### src/rtl/t09_sound_pkg.sv
// Shared types and constants for the tone generator.
// Tone codes are half-periods in prescaler ticks.
package t09_sound_pkg;

    typedef enum logic {
        StIdle,
        StPlay
    } state_e;

    localparam int unsigned DefPrescale = 100;
    localparam int unsigned DefDurTicks = 10000;

    localparam logic [7:0] ToneGood = 8'd89;
    localparam logic [7:0] ToneBad  = 8'd126;
    localparam logic [7:0] ToneMove = 8'd149;

endpackage

### src/rtl/t09_tick_prescaler.sv
// Divides the system clock down to the tone tick.
// Emits one tick per PRESCALE enabled cycles; clr restarts the count.
module t09_tick_prescaler
    import t09_sound_pkg::*;
#(
    parameter int unsigned PRESCALE = DefPrescale
) (
    input  logic clk,
    input  logic nrst,
    input  logic clr_i,
    input  logic en_i,
    output logic tick_o
);

    localparam int unsigned PreW = $clog2(PRESCALE);
    localparam logic [PreW-1:0] PreLast = PreW'(PRESCALE - 1);

    logic [PreW-1:0] pre_cnt_q, pre_cnt_d;

    always_comb begin
        pre_cnt_d = pre_cnt_q;
        tick_o    = 1'b0;
        if (clr_i) begin
            pre_cnt_d = '0;
        end else if (en_i) begin
            if (pre_cnt_q == PreLast) begin
                pre_cnt_d = '0;
                tick_o    = 1'b1;
            end else begin
                pre_cnt_d = pre_cnt_q + 1'b1;
            end
        end
    end

    always_ff @(posedge clk or negedge nrst) begin
        if (!nrst) begin
            pre_cnt_q <= '0;
        end else begin
            pre_cnt_q <= pre_cnt_d;
        end
    end

endmodule

### src/rtl/t09_sound_generator.sv
// Plays a fixed-length square-wave tone for each new non-zero tone code.
// A held code triggers once; a different code restarts the tone.
module t09_sound_generator
    import t09_sound_pkg::*;
#(
    parameter int unsigned PRESCALE  = DefPrescale,
    parameter int unsigned DUR_TICKS = DefDurTicks
) (
    input  logic       clk,
    input  logic       nrst,
    input  logic [7:0] freq_i,
    input  logic       mute_i,
    output logic       square_o,
    output logic       busy_o
);

    localparam int unsigned DurW = (DUR_TICKS > 1) ? $clog2(DUR_TICKS) : 1;
    localparam logic [DurW-1:0] DurLast = DurW'(DUR_TICKS - 1);

    state_e          state_q, state_d;
    logic [7:0]      prev_q;
    logic [7:0]      freq_q, freq_d;
    logic [7:0]      half_cnt_q, half_cnt_d;
    logic [DurW-1:0] dur_cnt_q, dur_cnt_d;
    logic            tone_q, tone_d;
    logic            trigger;
    logic            playing;
    logic            tick;

    assign trigger = (freq_i != 8'd0) && (freq_i != prev_q);
    assign playing = (state_q == StPlay);

    t09_tick_prescaler #(
        .PRESCALE (PRESCALE)
    ) u_prescaler (
        .clk    (clk),
        .nrst   (nrst),
        .clr_i  (trigger),
        .en_i   (playing),
        .tick_o (tick)
    );

    always_comb begin
        state_d    = state_q;
        freq_d     = freq_q;
        half_cnt_d = half_cnt_q;
        dur_cnt_d  = dur_cnt_q;
        tone_d     = tone_q;
        unique case (state_q)
            StIdle: begin
                if (trigger) begin
                    state_d    = StPlay;
                    freq_d     = freq_i;
                    half_cnt_d = 8'd0;
                    dur_cnt_d  = '0;
                    tone_d     = 1'b0;
                end
            end
            StPlay: begin
                // A trigger on the expiry cycle wins: the tone restarts.
                if (trigger) begin
                    freq_d     = freq_i;
                    half_cnt_d = 8'd0;
                    dur_cnt_d  = '0;
                    tone_d     = 1'b0;
                end else if (tick) begin
                    if (half_cnt_q == freq_q - 8'd1) begin
                        half_cnt_d = 8'd0;
                        tone_d     = ~tone_q;
                    end else begin
                        half_cnt_d = half_cnt_q + 8'd1;
                    end
                    if (dur_cnt_q == DurLast) begin
                        state_d = StIdle;
                        tone_d  = 1'b0;
                    end else begin
                        dur_cnt_d = dur_cnt_q + 1'b1;
                    end
                end
            end
            default: state_d = StIdle;
        endcase
    end

    always_ff @(posedge clk or negedge nrst) begin
        if (!nrst) begin
            state_q    <= StIdle;
            prev_q     <= 8'd0;
            freq_q     <= 8'd0;
            half_cnt_q <= 8'd0;
            dur_cnt_q  <= '0;
            tone_q     <= 1'b0;
        end else begin
            state_q    <= state_d;
            prev_q     <= freq_i;
            freq_q     <= freq_d;
            half_cnt_q <= half_cnt_d;
            dur_cnt_q  <= dur_cnt_d;
            tone_q     <= tone_d;
        end
    end

    assign busy_o   = playing;
    assign square_o = tone_q & ~mute_i & playing;

endmodule

### config.mk
export PLATFORM = sky130hd
export DESIGN_NAME = t09_sound_generator
export DESIGN_NICKNAME = d
export VERILOG_FILES = /design/src/rtl/t09_sound_pkg.sv /design/src/rtl/t09_tick_prescaler.sv /design/src/rtl/t09_sound_generator.sv
export SDC_FILE = /design/constraint.sdc
export NUM_CORES = 1
export LEC_CHECK = 0
export ABC_AREA = 1
export CORE_AREA = 3 3 88 90
export DETAILED_ROUTE_END_ITERATION = 7
export DIE_AREA = 0 0 91 93
export PLACE_DENSITY = 0.53
export SYNTH_ARGS = -nofsm -noshare
export SYNTH_HDL_FRONTEND = slang
export SYNTH_SLANG_ARGS = --single-unit
### constraint.sdc
create_clock -name clk -period 2.2 [get_ports clk]
set_input_delay 0.44 -clock clk [delete_from_list [all_inputs] [get_ports clk]]
set_output_delay 0.44 -clock clk [all_outputs]
set_load 0.02 [all_outputs]
==> summary.md <==
| Metric | Value |
|---|---|
| R2R cell count | `7` |
| Worst hold-check path type | `input pin to async pin` |
| ANT nets after route | `0` |
| DRC viols | `0` |
| Design area | `3060 µm²` |
| Fmax achieved | `496.9 MHz` |
| Relative slew slack | `48.25%` |
| Ys Warns | `0` |
| Final WS setup | `0.1876 ns` |
| Post-Syn Area | `2663 µm²` |
| Main synth FF type | `dfrtp_1` |
| CTS root buffer | `clkbuf_8` |
| Port Buffers | `12` |
| Final Cycle Share | `91.47%` |
| Async set-reset flop share out of synthesis | `100.0%` |
| Global-route wire length before repair | `9.294 mm` |
| Pwr dens | `547.1 nW/µm²` |
| Reg area | `1176 µm²` |
| Reg2reg start | `u_prescaler.pre_cnt_q[0]` |
| TritonCTS clock tree | `built` |
| Synth Instances | `338` |
| Req. time, crit path | `2.41 ns` |
| Initial Utilization | `37.31%` |
| Worst-path cell chain | `ha_1 > nand3_1 > or2_4 > o31ai_2 > nand4_1 > nand2_1 > nor2_1` |
| Leak Pwr | `0.001395 µW` |
| Number of H-tree levels | `2` |
| Total iterations of the first detailed-routing run | `4` |
| Gr usage total | `13.47%` |
| CP peak stage delay | `0.64 ns` |
| # clock sinks | `47` |
| Number of cell rows | `31` |
| Vias | `2107` |
| Die area | `8463 µm²` |
| Largest net degree at the start of global routing | `27` |
| Slowest CP cell | `o31ai_2` |
| Reg2Reg Setup Slack | `0.19 ns` |
| WS Path Type | `flip-flop to flip-flop` |
| Slew Limit Fails | `0` |
| Fin nets | `376` |
| Status | `finished clean` |
| Worst Tran Pin Value | `0.7716 ns` |
| Seq cells post-synth | `47` |
| Area grow syn2layout | `14.94%` |
| Longest Clk Path Bufs | `2` |
| Hold Violations, Final | `0` |
| Multi-input gate area | `1275 µm²` |
| Post-CTS Setup Repair Bufs | `0` |
| Vias in the first global route | `2059` |
| Most common cell after layout, fill and taps aside | `nand2_1` |
| Layout cells sized above 1 | `14.64%` |
| Diode count | `0` |
| CP Capture Type | `flip-flop` |
| Bufs and invs on worst path | `0` |
| WL final | `5.319 mm` |
| EDFF count, synth | `0` |
| Core Footprint | `7137 µm²` |
| Setup_tns | `0 ns` |
| Dpl hpwl | `3.949 mm` |
| Crit path depth | `7` |
| Post-synth cell types | `35` |
| DRT iter0 DRCs | `85` |
| Vias per cell | `4.570` |
| Pre-CTS WS | `-0.02041 ns` |
| Worst Skew | `0.01182 ns` |
| CTS Buf Count | `5` |
| CP Launch Type | `flip-flop` |
| Grt ovf | `0` |
| Filler Cells Inserted | `735` |
| Avg Cell Area, Syn | `7.877 µm²` |
| Mapped Nets | `353` |
| Worst flop-to-flop path endpoint | `dur_cnt_q[12]` |
| Crit-path max FO | `10` |
| Setup violations, final | `0` |
| Hold_ws | `0.5089 ns` |
| WL/cell | `11.54 µm` |
| CP arrival | `2.22 ns` |
| Die width | `91 µm` |
| Sequential area share after synthesis | `44.17%` |
| RSZ-0062 raised after global routing | `no` |
| Max Cap Viol | `0` |
| Vert. Die Dim | `93 µm` |
| Worst-path clk slew | `0.10 ns` |
| Initial antenna violation count | `0` |
| VDD IR max | `0.2038 mV` |
| Final GP Congestion | `0.7755` |
| Placed cell areas | `2918 µm²` |
| Worst skew pair latency | `0.30 ns` |
| Num ports | `13` |
| Tmin final | `2.012 ns` |
| Cell family with most CP delay | `simple AND/OR/NAND/NOR gates` |
| Most frequent cells in the layout | `nand2_1 (76), dfrtp_1 (47), nor2_1 (36)` |
-- worst reg2reg max path: stages (launching register included) --
cell and delay [ns]:
dfrtp_1 0.39, ha_1 0.23, nand3_1 0.09, or2_4 0.28
o31ai_2 0.64, nand4_1 0.15, nand2_1 0.10, nor2_1 0.04
-- cells by family (layout without fill, tap and decap cells) --
family | Yosys count | in the layout | share of synthesized area [%]
compound gates | 37 | 38 | 8.600
xor+xnor | 17 | 17 | 5.592
fa+ha+maj | 4 | 4 | 1.880
buf+inv | 54 | 77 | 8.412
flops | 47 | 47 | 44.17
mux | 2 | 2 | 0.7989
simple gates | 177 | 177 | 30.54
-- layer usage --
metal  vias to the layer above  global-route usage [%]  part of all wire (%)
met4                         0                   4.648                   1.4
met1                       961                   17.83                    52
met5                         -                       0                     0
met3                         7                   2.896                   2.0
met2                        12                   21.89                    45
li1                       1127                       -                     -
-- state kept, by name, summed over array words and instances (netlist names) --
name / flops
u_prescaler.pre_cnt_q: 7
tone_q: 1
busy_o: 1
half_cnt_q: 8
dur_cnt_q: 14
freq_q: 8
prev_q: 8
-- repair_timing --
action / in CTS / in global routing
hold buffers: 1 / 0
endpoints found under the setup margin: 0 / 12
hold endpoints to repair: 7 / 0
gates resized for setup: 0 / 1
-- where the power goes --
| part | internal (µW) | switching, µW |
|---|---|---|
| combinational | 50.7 | 64.4 |
| clock | 368 | 299 |
| sequential | 879 | 12.9 |
-- synthesized netlist by cell type (7+ instances only) --
master   count  share of area [%]
inv_1       35                4.9
o21ai_0     11                2.1
nand3_1     27                5.1
dfrtp_1     47                 44
a21oi_1     13                2.4
xor2_1       8                2.6
nor2_1      36                5.1
nand2_1     76                 11
inv_2       13                1.8
nor3_1       7                1.3
nand4_1      7                1.6
nand2_2      9                2.1
xnor2_1      9                3.0
-- how the worst max path moves through the flow --
stage,start,end,slack (ns)
floorplan,freq_q[0],half_cnt_q[2],0.56
global route,u_prescaler.pre_cnt_q[0],dur_cnt_q[12],0.02
global placement,freq_i[1],dur_cnt_q[0],-0.0002
CTS,busy_o,square_o,0.02
finish,u_prescaler.pre_cnt_q[0],dur_cnt_q[12],0.19
detailed placement,freq_i[1],dur_cnt_q[5],-0.02
-- layout make-up --
cell class	count	area share, %
Inverter	48	5.887
Timing Repair Buffer	21	6.132
Tap cell	99	4.047
Clock buffer	6	2.698
Sequential cell	47	38.43
Clock inverter	2	1.145
Multi-Input combinational cell	238	41.66
-- metrics by stage --
step	std cells	power, µW	util [%]
2_1_floorplan	338	965.3	-
3_3_place_gp	451	1025	40.88
3_5_place_dp	451	1026	40.88
4_1_cts	460	1695	42.67
5_1_grt	461	1753	42.88
6_report	461	1674	42.88
Note: power is estimated with default switching activity, not from simulation.
